<file path="config.mk">
export PLATFORM = sky130hd
export DESIGN_NAME = mcycle_issue_ctrl_flat
export DESIGN_NICKNAME = d
export VERILOG_FILES = /design/src/rtl/mach_v_mdu_pkg.sv /design/src/rtl/mcycle_issue_ctrl_if.sv /design/src/rtl/mdu_fastpath.sv /design/src/rtl/mcycle_issue_ctrl.sv /design/src/flat_wrapper.sv
export SDC_FILE = /design/constraint.sdc
export NUM_CORES = 1
export LEC_CHECK = 0
export CORE_UTILIZATION = 49
export CTS_CLUSTER_DIAMETER = 80
export CTS_CLUSTER_SIZE = 25
export DETAILED_ROUTE_END_ITERATION = 8
export GPL_ROUTABILITY_DRIVEN = 0
export MAX_ROUTING_LAYER = met4
export PLACE_DENSITY = 0.82
export SLEW_MARGIN = 20
export SYNTH_ARGS = -nofsm -noshare
export SYNTH_HDL_FRONTEND = slang
export SYNTH_SLANG_ARGS = --single-unit
export TNS_END_PERCENT = 10
</file>
<file path="constraint.sdc">
create_clock -name CLK -period 3.75 [get_ports CLK]
set_clock_uncertainty 0.2 [all_clocks]
set_input_delay 0.75 -clock CLK [delete_from_list [all_inputs] [get_ports CLK]]
set_output_delay 0.75 -clock CLK [all_outputs]
set_load 0.005 [all_outputs]
</file>
<file path="src/rtl/mach_v_mdu_pkg.sv">
// Shared encodings for the RV32M issue controller: funct3 values, MCycleOp codes,
// controller states and the special operand constants.
package mach_v_mdu_pkg;

  localparam logic [2:0] F3_MUL    = 3'b000;
  localparam logic [2:0] F3_MULH   = 3'b001;
  localparam logic [2:0] F3_MULHSU = 3'b010;
  localparam logic [2:0] F3_MULHU  = 3'b011;
  localparam logic [2:0] F3_DIV    = 3'b100;
  localparam logic [2:0] F3_DIVU   = 3'b101;
  localparam logic [2:0] F3_REM    = 3'b110;
  localparam logic [2:0] F3_REMU   = 3'b111;

  localparam logic [1:0] MC_MUL_S = 2'b00;
  localparam logic [1:0] MC_MUL_U = 2'b01;
  localparam logic [1:0] MC_DIV_S = 2'b10;
  localparam logic [1:0] MC_DIV_U = 2'b11;

  localparam logic [31:0] INT_MIN  = 32'h8000_0000;
  localparam logic [31:0] ALL_ONES = 32'hFFFF_FFFF;

  typedef enum logic [2:0] {
    ST_IDLE  = 3'd0,
    ST_ISSUE = 3'd1,
    ST_FAST  = 3'd2,
    ST_WAIT  = 3'd3,
    ST_DONE  = 3'd4,
    ST_ABORT = 3'd5
  } state_t;

  // MULHSU runs as an unsigned multiply and is corrected afterwards.
  function automatic logic [1:0] mc_op_of(input logic [2:0] funct3);
    logic [1:0] op;
    op = MC_MUL_S;
    case (funct3)
      F3_MUL, F3_MULH:     op = MC_MUL_S;
      F3_MULHSU, F3_MULHU: op = MC_MUL_U;
      F3_DIV, F3_REM:      op = MC_DIV_S;
      default:             op = MC_DIV_U;
    endcase
    return op;
  endfunction

endpackage

</file>
<file path="src/rtl/mcycle_issue_ctrl_if.sv">
// Pipeline request/writeback and MCycle Start/Busy signals of the issue controller.
// Handshake: a request is accepted on a rising CLK edge where ReqValid and ReqReady are both high; WbValid is a single-cycle strobe with no back-pressure.
interface mcycle_issue_ctrl_if #(
  parameter int width   = 32,
  parameter int rd_bits = 5
);
  logic               ReqValid;
  logic               ReqReady;
  logic [2:0]         ReqFunct3;
  logic [rd_bits-1:0] ReqRd;
  logic [width-1:0]   ReqOp1;
  logic [width-1:0]   ReqOp2;
  logic               Flush;
  logic               Stall;
  logic               MC_Reset;
  logic               MC_Start;
  logic [1:0]         MC_Op;
  logic [width-1:0]   MC_Operand1;
  logic [width-1:0]   MC_Operand2;
  logic [width-1:0]   MC_Result1;
  logic [width-1:0]   MC_Result2;
  logic               MC_Busy;
  logic               WbValid;
  logic [rd_bits-1:0] WbRd;
  logic [width-1:0]   WbData;

  modport master (
    input  ReqValid, ReqFunct3, ReqRd, ReqOp1, ReqOp2, Flush,
    input  MC_Result1, MC_Result2, MC_Busy,
    output ReqReady, Stall, MC_Reset, MC_Start, MC_Op, MC_Operand1, MC_Operand2,
    output WbValid, WbRd, WbData
  );

  modport slave (
    output ReqValid, ReqFunct3, ReqRd, ReqOp1, ReqOp2, Flush,
    output MC_Result1, MC_Result2, MC_Busy,
    input  ReqReady, Stall, MC_Reset, MC_Start, MC_Op, MC_Operand1, MC_Operand2,
    input  WbValid, WbRd, WbData
  );
endinterface

</file>
<file path="src/rtl/mdu_fastpath.sv">
// Detects RV32M divides whose result is fixed by the ISA (divide by zero,
// signed overflow) and produces that result without using MCycle.
module mdu_fastpath
  import mach_v_mdu_pkg::*;
#(
  parameter int width = 32
) (
  input  logic [2:0]       funct3,
  input  logic [width-1:0] op1,
  input  logic [width-1:0] op2,
  output logic             is_special,
  output logic [width-1:0] special_result
);
  localparam logic [width-1:0] MIN_NEG = {1'b1, {(width-1){1'b0}}};

  logic div_zero;
  logic overflow;

  always_comb begin
    is_special     = 1'b0;
    special_result = '0;
    div_zero       = funct3[2] && (op2 == '0);
    overflow       = ((funct3 == F3_DIV) || (funct3 == F3_REM)) &&
                     (op1 == MIN_NEG) && (op2 == '1);
    // funct3[1] separates the remainder ops from the quotient ops.
    if (div_zero) begin
      is_special     = 1'b1;
      special_result = funct3[1] ? op1 : '1;
    end else if (overflow) begin
      is_special     = 1'b1;
      special_result = funct3[1] ? '0 : MIN_NEG;
    end
  end
endmodule

</file>
<file path="src/rtl/mcycle_issue_ctrl.sv">
// Issues one RV32M op to the MCycle unit (or resolves it locally on the fast path),
// applies RISC-V result selection and returns a single writeback strobe.
module mcycle_issue_ctrl
  import mach_v_mdu_pkg::*;
#(
  parameter int width   = 32,
  parameter int rd_bits = 5
) (
  input  logic                CLK,
  input  logic                RESETn,
  mcycle_issue_ctrl_if.master bus,
  output state_t              dbg_state
);
  state_t             state, next_state;
  logic [2:0]         f3_r;
  logic [rd_bits-1:0] rd_r;
  logic [width-1:0]   op1_r, op2_r, special_r, sel_result;
  logic [width-1:0]   fp_result;
  logic [1:0]         mc_op_r;
  logic               mc_start_r, abort_r, fp_special, accept;
  logic               wb_valid_r;
  logic [rd_bits-1:0] wb_rd_r;
  logic [width-1:0]   wb_data_r;

  mdu_fastpath #(.width(width)) u_fastpath (
    .funct3         (bus.ReqFunct3),
    .op1            (bus.ReqOp1),
    .op2            (bus.ReqOp2),
    .is_special     (fp_special),
    .special_result (fp_result)
  );

  assign bus.ReqReady    = (state == ST_IDLE) && !bus.Flush;
  assign accept          = bus.ReqValid && bus.ReqReady;
  assign bus.Stall       = (state != ST_IDLE);
  assign bus.MC_Reset    = !RESETn || abort_r;
  assign bus.MC_Start    = mc_start_r;
  assign bus.MC_Op       = mc_op_r;
  assign bus.MC_Operand1 = op1_r;
  assign bus.MC_Operand2 = op2_r;
  assign bus.WbValid     = wb_valid_r;
  assign bus.WbRd        = wb_rd_r;
  assign bus.WbData      = wb_data_r;
  assign dbg_state       = state;

  always_comb begin
    next_state = state;
    case (state)
      ST_IDLE:  if (accept) next_state = fp_special ? ST_FAST : ST_ISSUE;
      ST_ISSUE: next_state = bus.Flush ? ST_ABORT : ST_WAIT;
      ST_FAST:  next_state = bus.Flush ? ST_ABORT : ST_DONE;
      ST_WAIT: begin
        if (bus.Flush)         next_state = ST_ABORT;
        else if (!bus.MC_Busy) next_state = ST_DONE;
      end
      default:  next_state = ST_IDLE;
    endcase
  end

  // MULHSU: the unsigned high word over-counts by op2 when op1 is negative.
  always_comb begin
    sel_result = bus.MC_Result2;
    case (f3_r)
      F3_MUL, F3_DIV, F3_DIVU: sel_result = bus.MC_Result1;
      F3_MULHSU: sel_result = bus.MC_Result2 - (op1_r[width-1] ? op2_r : '0);
      default:   sel_result = bus.MC_Result2;
    endcase
  end

  always_ff @(posedge CLK or negedge RESETn) begin
    if (!RESETn) begin
      state      <= ST_IDLE;
      f3_r       <= '0;
      rd_r       <= '0;
      op1_r      <= '0;
      op2_r      <= '0;
      special_r  <= '0;
      mc_op_r    <= '0;
      mc_start_r <= 1'b0;
      abort_r    <= 1'b0;
      wb_valid_r <= 1'b0;
      wb_rd_r    <= '0;
      wb_data_r  <= '0;
    end else begin
      state      <= next_state;
      mc_start_r <= (next_state == ST_ISSUE);
      abort_r    <= (next_state == ST_ABORT);
      wb_valid_r <= (next_state == ST_DONE);
      if (accept) begin
        f3_r      <= bus.ReqFunct3;
        rd_r      <= bus.ReqRd;
        op1_r     <= bus.ReqOp1;
        op2_r     <= bus.ReqOp2;
        special_r <= fp_result;
        mc_op_r   <= mc_op_of(bus.ReqFunct3);
      end
      if (next_state == ST_DONE) begin
        wb_rd_r   <= rd_r;
        wb_data_r <= (state == ST_FAST) ? special_r : sel_result;
      end
    end
  end
endmodule
</file>
<file path="src/flat_wrapper.sv">
// flat-port wrapper written by rule: the top's interface ports become plain ports
module mcycle_issue_ctrl_flat import mach_v_mdu_pkg::*;
#(
  parameter int width   = 32,
  parameter int rd_bits = 5
)
  (CLK, RESETn, dbg_state, bus_ReqValid, bus_ReqFunct3, bus_ReqRd, bus_ReqOp1, bus_ReqOp2, bus_Flush, bus_MC_Result1, bus_MC_Result2, bus_MC_Busy, bus_ReqReady, bus_Stall, bus_MC_Reset, bus_MC_Start, bus_MC_Op, bus_MC_Operand1, bus_MC_Operand2, bus_WbValid, bus_WbRd, bus_WbData);
  mcycle_issue_ctrl_if #(.width(width), .rd_bits(rd_bits)) bus_i ();
  input  logic CLK;
  input  logic RESETn;
  output state_t dbg_state;
  input wire logic [$bits(bus_i.ReqValid)-1:0] bus_ReqValid;
  input wire logic [$bits(bus_i.ReqFunct3)-1:0] bus_ReqFunct3;
  input wire logic [$bits(bus_i.ReqRd)-1:0] bus_ReqRd;
  input wire logic [$bits(bus_i.ReqOp1)-1:0] bus_ReqOp1;
  input wire logic [$bits(bus_i.ReqOp2)-1:0] bus_ReqOp2;
  input wire logic [$bits(bus_i.Flush)-1:0] bus_Flush;
  input wire logic [$bits(bus_i.MC_Result1)-1:0] bus_MC_Result1;
  input wire logic [$bits(bus_i.MC_Result2)-1:0] bus_MC_Result2;
  input wire logic [$bits(bus_i.MC_Busy)-1:0] bus_MC_Busy;
  output wire logic [$bits(bus_i.ReqReady)-1:0] bus_ReqReady;
  output wire logic [$bits(bus_i.Stall)-1:0] bus_Stall;
  output wire logic [$bits(bus_i.MC_Reset)-1:0] bus_MC_Reset;
  output wire logic [$bits(bus_i.MC_Start)-1:0] bus_MC_Start;
  output wire logic [$bits(bus_i.MC_Op)-1:0] bus_MC_Op;
  output wire logic [$bits(bus_i.MC_Operand1)-1:0] bus_MC_Operand1;
  output wire logic [$bits(bus_i.MC_Operand2)-1:0] bus_MC_Operand2;
  output wire logic [$bits(bus_i.WbValid)-1:0] bus_WbValid;
  output wire logic [$bits(bus_i.WbRd)-1:0] bus_WbRd;
  output wire logic [$bits(bus_i.WbData)-1:0] bus_WbData;
  assign bus_i.ReqValid = bus_ReqValid;
  assign bus_i.ReqFunct3 = bus_ReqFunct3;
  assign bus_i.ReqRd = bus_ReqRd;
  assign bus_i.ReqOp1 = bus_ReqOp1;
  assign bus_i.ReqOp2 = bus_ReqOp2;
  assign bus_i.Flush = bus_Flush;
  assign bus_i.MC_Result1 = bus_MC_Result1;
  assign bus_i.MC_Result2 = bus_MC_Result2;
  assign bus_i.MC_Busy = bus_MC_Busy;
  assign bus_ReqReady = bus_i.ReqReady;
  assign bus_Stall = bus_i.Stall;
  assign bus_MC_Reset = bus_i.MC_Reset;
  assign bus_MC_Start = bus_i.MC_Start;
  assign bus_MC_Op = bus_i.MC_Op;
  assign bus_MC_Operand1 = bus_i.MC_Operand1;
  assign bus_MC_Operand2 = bus_i.MC_Operand2;
  assign bus_WbValid = bus_i.WbValid;
  assign bus_WbRd = bus_i.WbRd;
  assign bus_WbData = bus_i.WbData;
  mcycle_issue_ctrl #(.width(width), .rd_bits(rd_bits)) u_core (.CLK(CLK), .RESETn(RESETn), .bus(bus_i), .dbg_state(dbg_state));
endmodule
</file>
==> results of run 1 <==
## flip-flops by register name (all words and copies together) (netlist names), 2 cells and up
signal / cells
u_core.bus.MC_Operand2: 32
u_core.dbg_state: 3
u_core.bus.WbRd: 5
u_core.bus.MC_Operand1: 32
u_core.f3_r: 3
u_core.rd_r: 5
u_core.special_r: 32
u_core.bus.MC_Op: 2
u_core.bus.WbData: 32
## worst min path at each step
stage / from / endpoint / slack (ns)
floorplan: u_core.rd_r[0] / u_core.bus.WbRd[0] / 0.24
global placement: u_core.rd_r[3] / u_core.bus.WbRd[3] / 0.25
detailed placement: u_core.bus.MC_Operand1[16] / u_core.bus.MC_Operand1[16] / 0.26
CTS: u_core.rd_r[2] / u_core.bus.WbRd[2] / 0.28
global route: RESETn / u_core.bus.WbRd[0] / 0.29
finish: RESETn / u_core.bus.WbRd[3] / 0.22
## worst reg2reg max path: cells and delay by family, from the launching register on
kind	cells	cell delay, ns
DFF	1	0.57
and+or+nand+nor	3	0.55
adders and majority gates	2	0.56
AOI/OAI and AO/OA	7	1.51
## metal layers
| metal | track usage [%] | vias up | wire length (um) |
|---|---|---|---|
| met5 | - | - | 0 |
| met4 | 15.9 | 0 | 1300 |
| met3 | 6.71 | 76 | 2970 |
| met2 | 53.6 | 531 | 13900 |
| met1 | 45.5 | 4241 | 12500 |
| li1 | - | 4190 | - |
## power groups by stage
| stage | registers (mW) | clock network, mW | logic (mW) |
|---|---|---|---|
| floorplan | 2.57 | 0 | 2.38 |
| global placement | 2.68 | 0 | 4.48 |
| detailed placement | 2.69 | 0 | 4.59 |
| CTS | 2.68 | 1.94 | 4.62 |
| global route | 2.75 | 2.01 | 5.08 |
| finish | 2.69 | 1.92 | 4.67 |
## per-stage QoR
step | worst slack (ns) | cells | util [%]
after floorplan | 0.565 | 1081 | -
after global placement | -0.0786 | 1518 | 66.5
after detailed placement | -0.146 | 1518 | 66.5
after CTS | 0.278 | 1550 | 70.3
after global routing | 0.0117 | 1550 | 70.3
final | 0.227 | 1550 | 70.3
## final cells by class
type	count	area, um2
Clock buffer	19	443
Clock inverter	13	220
Fill cell	1383	5180
Inverter	11	41.3
Multi-Input combinational cell	854	4760
Sequential cell	149	3730
Tap cell	225	282
Timing Repair Buffer	279	2760
## cell usage in the layout (no fill, tap or decap), types with 14 or more instances in the layout
master	netlist	routed
a21o_1	18	18
a21oi_1	59	59
buf_4	0	25
clkbuf_16	0	17
clkdlybuf4s50_1	0	250
dfrtp_1	149	149
ha_1	39	39
nand2_1	352	351
nand4_1	16	16
nor2_1	44	44
nor2b_1	37	37
nor3_1	14	14
nor4_1	14	14
o21ai_0	43	43
o21ai_1	23	23
o31ai_1	35	35
xnor2_1	17	17
## cells by family (layout without fill, tap and decap cells)
| group | count (synthesis) | in the layout | share of synthesized area, % |
|---|---|---|---|
| xor gates and xnor gates | 29 | 29 | 2.89 |
| muxes | 2 | 2 | 0.228 |
| and+or+nand+nor | 530 | 530 | 26.3 |
| buffers and inverters | 78 | 322 | 3.35 |
| adders and majority gates | 40 | 40 | 5.79 |
| AOI/OAI and AO/OA | 253 | 253 | 19.0 |
| DFF | 149 | 149 | 42.5 |
==> results.sh, run 1 <==
export IMPL_ios=252
export IMPL_intPower_mw=5.62
export IMPL_post_cts_setup_buffers=0
export IMPL_crit_buf_inv=2
export IMPL_power_share_switching_pct=39.4
export IMPL_slew_limit_headroom_pct=35.8
export IMPL_p_per_area_nw_per_um2=759
export IMPL_cp_cell_sequence="clkdlybuf4s50_1, inv_1, ha_1, fa_1, nand3b_1, a21oi_2, o2111a_2, o21ai_2, a2111oi_4, nor3_1, o311ai_1, o21ai_1, o21ai_1"
export IMPL_root_buffer="clkbuf_16"
export IMPL_detail_route_wl_per_cell_um=19.8
export IMPL_area_delta_synth_final_pct=39.5
export IMPL_die_height_um=136
export IMPL_max_cap_viol_count=0
export IMPL_synth_edf_count=0
export IMPL_drt_total_wl_um=30700
export IMPL_pwr_share_seq_pct=29.0
export IMPL_synth_cell_type_count=61
export IMPL_hold_path_class="in2async"
export IMPL_start_util_pct=50.4
export IMPL_reg2reg_to="u_core.bus.WbData[22]"
export IMPL_synth_net_count=1262
export IMPL_first_iter_violations=929
export IMPL_synth_area_leaders="dfrtp_1 (42%), nand2_1 (15%), ha_1 (5.6%)"
export IMPL_end_kind="register"
export IMPL_drc=0
export IMPL_clkLatencyLatePin_ns=0.42
export IMPL_synthArstFlopShare_pct=100
export IMPL_switchingPower_mw=3.66
export IMPL_cp_depth=13
export IMPL_min_period_over_period_pct=94.0
export IMPL_tns_ns=0
export IMPL_cts_made_buffers=17
export IMPL_hold_viol=0
export IMPL_reg2reg_from="u_core.bus.MC_Operand1[31]"
export IMPL_reg2reg_depth=12
export IMPL_p_leak_nw=5.45
export IMPL_seq_area_frac_synth_pct=42.5
export IMPL_slew_violations=0
export IMPL_slowest_stage="clkdlybuf4s50_1"
export IMPL_p_comb_share_pct=50.3
export IMPL_synth_most_common_cell="nand2_1"
export IMPL_path_common_cell="o21ai_1"
export IMPL_synth_area_um2=8780
export IMPL_clock_sinks=149
export IMPL_ant_nets=0
export IMPL_io_buffer_count=251
export IMPL_yosysTopAreaCell="dfrtp_1"
export IMPL_synth_seq_cells=149
export IMPL_synthCells=1081
export IMPL_clockPowerShare_pct=20.7
export IMPL_worst_ep_arrival_time_ns=3.67
export IMPL_htreeDepth=4
export IMPL_synth_warnings=0
export IMPL_grt_pass1_wl_um=47200
export IMPL_synth_top_cells_by_count="nand2_1 (352), dfrtp_1 (149), clkbuf_1 (65)"
export IMPL_fin_crit_ns=3.52
export IMPL_dr_total_vias=9038
export IMPL_setup_viol=0
export IMPL_cp_start_kind="primary input"
export IMPL_drt_pre_antenna_iters=7
export IMPL_grt_use_total_pct=35.2
export IMPL_die_x_um=136
export IMPL_grt_max_degree=150
export IMPL_cp_required_ns=3.90
export IMPL_clk_pin_slew_worst_paths_ns=0.06
export IMPL_grt_pass1_vias=8688
export IMPL_setup_worst_path_class="in2reg"
export IMPL_crit_family="compound AO/OA/AOI/OAI gates"
export IMPL_antennaDiodeCount=0
export IMPL_dp_hpwl_um=23200
export IMPL_avgSynthCellArea_um2=8.12
export IMPL_cp_endpoint="u_core.bus.WbData[22]"
export IMPL_final_area_um2=12200
export IMPL_rsz0062_at_grt="false"
export IMPL_cts_repair_resized=0
export IMPL_cpPeakStageDelay_ns=0.48
export IMPL_cts_buffer_depth=2
export IMPL_ctsHoldBuffers=0
export IMPL_cp_max_fo=4
export IMPL_dieArea_um2=18400
export IMPL_viasPerCell=5.83
export IMPL_antenna_found_initial=0
export IMPL_row_count=48
export IMPL_drive_gt1_share_pct=6.04
export IMPL_cp_startpoint="bus_MC_Result2[0]"
export IMPL_cts_tree="built"
export IMPL_r2r_slack_ns=0.29
export IMPL_grt_overflow=0
export IMPL_status="finished, final reports clean"
export IMPL_power_total_mw=9.29
export IMPL_peakVddDrop_mv=0.526
export IMPL_fmax_ghz=0.284
export IMPL_synth_main_ff_cell="dfrtp_1"
export IMPL_fin_nets=1493
export IMPL_place_area_um2=11600
export IMPL_worstMarginPinSlew_ns=0.960
export IMPL_holdWs_ns=0.224
export IMPL_yosysTopAreaCellShare_pct=42.5
export IMPL_coreArea_um2=17400
(Power assumes the default switching activity.)
==> run 2, diff against run 1 <==
Settings changed: CORE_UTILIZATION 49 to 64, DONT_BUFFER_PORTS from default to 1, PLACE_DENSITY 0.82 to 0.8.
==> run 2 against run 1 <==
The run now ends with hold timing left. Fmax is 1.6% higher. Clock power fell by 12%. Count of clock-buffer cells in the layout rose by 1. Wire length shrank 8.9%. Hold slack got worse by 0.41 ns. Largest cell class unchanged.
==> results.sh, run 2 (synthesized netlist as in run 1, its figures left out) <==
export IMPL_ios=252
export IMPL_ant_nets=0
export IMPL_viasPerCell=6.58
export IMPL_cp_required_ns=3.81
export IMPL_place_area_um2=8920
export IMPL_root_buffer="clkbuf_16"
export IMPL_dr_total_vias=8178
export IMPL_dieArea_um2=14200
export IMPL_tns_ns=0
export IMPL_dp_hpwl_um=20800
export IMPL_rsz0062_at_grt="false"
export IMPL_min_period_over_period_pct=92.4
export IMPL_setup_worst_path_class="reg2reg"
export IMPL_setup_viol=0
export IMPL_first_iter_violations=950
export IMPL_area_delta_synth_final_pct=8.14
export IMPL_holdWs_ns=-0.186
export IMPL_multi_input_area_um2=4760
export IMPL_crit_buf_inv=0
export IMPL_seq_area_um2=3730
export IMPL_hold_path_class="in2async"
export IMPL_grt_use_total_pct=41.3
export IMPL_fmax_ghz=0.288
export IMPL_post_cts_setup_buffers=0
export IMPL_hold_viol=149
export IMPL_cts_made_buffers=17
export IMPL_antennaDiodeCount=0
export IMPL_reg2reg_from="u_core.bus.MC_Operand1[31]"
export IMPL_max_cap_viol_count=0
export IMPL_antenna_found_initial=0
export IMPL_grt_pass1_vias=7775
export IMPL_cpPeakStageDelay_ns=0.67
export IMPL_io_buffer_count=0
export IMPL_worstMarginPinSlew_ns=0.851
export IMPL_clk_pin_slew_worst_paths_ns=0.06
export IMPL_start_util_pct=66.0
export IMPL_peakVddDrop_mv=0.467
export IMPL_coreArea_um2=13300
export IMPL_cp_max_fo=12
export IMPL_grt_overflow=0
export IMPL_worst_ep_arrival_time_ns=3.53
export IMPL_fill_cells=1065
export IMPL_cts_buffer_depth=2
export IMPL_slowest_stage="o21ai_0"
export IMPL_clkLatencyLatePin_ns=0.43
export IMPL_fin_crit_ns=3.47
export IMPL_cp_cell_sequence="and2_1, ha_1, fa_1, nand3b_1, a21oi_2, nor2_1, o21ai_0, xnor2_1, a21oi_1, o21ai_0, a21oi_1"
export IMPL_final_area_um2=9490
export IMPL_status="complete, but fails checks"
export IMPL_die_height_um=119
export IMPL_end_kind="register"
export IMPL_row_count=42
export IMPL_slew_violations=0
export IMPL_cp_start_kind="register"
export IMPL_clock_sinks=149
export IMPL_final_common_cell="nand2_1"
export IMPL_most_common_layout_cells="nand2_1 (351), dfrtp_1 (149), a21oi_1 (59)"
export IMPL_cts_tree="built"
export IMPL_cp_startpoint="u_core.bus.MC_Operand1[31]"
export IMPL_drt_total_wl_um=27900
export IMPL_p_per_area_nw_per_um2=820
export IMPL_crit_family="compound AO/OA/AOI/OAI gates"
export IMPL_power_total_mw=7.78
export IMPL_violations="hold timing"
export IMPL_drive_gt1_share_pct=6.66
export IMPL_grt_max_degree=151
export IMPL_slew_limit_headroom_pct=42.9
export IMPL_detail_route_wl_per_cell_um=22.5
export IMPL_fin_nets=1234
export IMPL_grt_pass1_wl_um=42900
export IMPL_cts_repair_resized=0
export IMPL_p_leak_nw=4.39
export IMPL_htreeDepth=4
export IMPL_die_x_um=119
export IMPL_drc=0
export IMPL_drt_pre_antenna_iters=5
## run 2: metrics by stage
stage	worst slack (ns)	cells	util (%)	hold slack (ns)
after global placement	0.380	1210	67.1	0.249
after floorplan	0.565	1081	-	0.239
after detailed placement	0.315	1210	67.1	0.248
final	0.283	1242	71.4	-0.186
after global routing	0.169	1242	71.4	-0.187
after CTS	0.388	1242	71.4	-0.189
## run 2: routing by layer
metal / share of wire [%] / vias up / track usage (%)
li1: - / 3675 / -
met1: 40 / 3894 / 54.3
met2: 45 / 522 / 60.4
met3: 11 / 87 / 10.4
met4: 4.5 / 0 / 19.0
met5: 0 / - / -
## run 2: final cells by class
| cell class | instances | area share, % |
|---|---|---|
| multi-input combinational | 854 | 50.2 |
| sequential | 149 | 39.3 |
| clock buffer | 20 | 4.81 |
| tap | 176 | 2.32 |
| timing repair buffer | 20 | 1.71 |
| clock inverter | 12 | 1.23 |
| inverter | 11 | 0.435 |
## run 2: final timing paths
check | end | slack (ns) | cells past startpoint
max | u_core.bus.WbData[8] | 0.28 | 11
max in group asynchronous | u_core.bus.MC_Operand2[17] | 3.23 | 0
min | u_core.bus.WbData[20] | -0.19 | 0
min in group CLK | u_core.bus.MC_Operand1[13] | 0.22 | 2
min reg2reg | u_core.bus.WbRd[1] | 0.26 | 2
max reg2reg | u_core.bus.WbData[8] | 0.28 | 11
## run 2: power by group
group	switching (mW)	total [mW]	internal [mW]
Combinational	2.09	3.27	1.18
Clock	0.718	1.68	0.958
Sequential	0.648	2.84	2.19
Total	3.45	7.78	4.33
## run 2: worst register-to-register path, delay by kind of cell, from the launching register on
kind | cells | cell delay [ns]
flops | 1 | 0.49
compound gates | 5 | 1.33
xor+xnor | 1 | 0.15
simple gates | 3 | 0.52
fa+ha+maj | 2 | 0.61
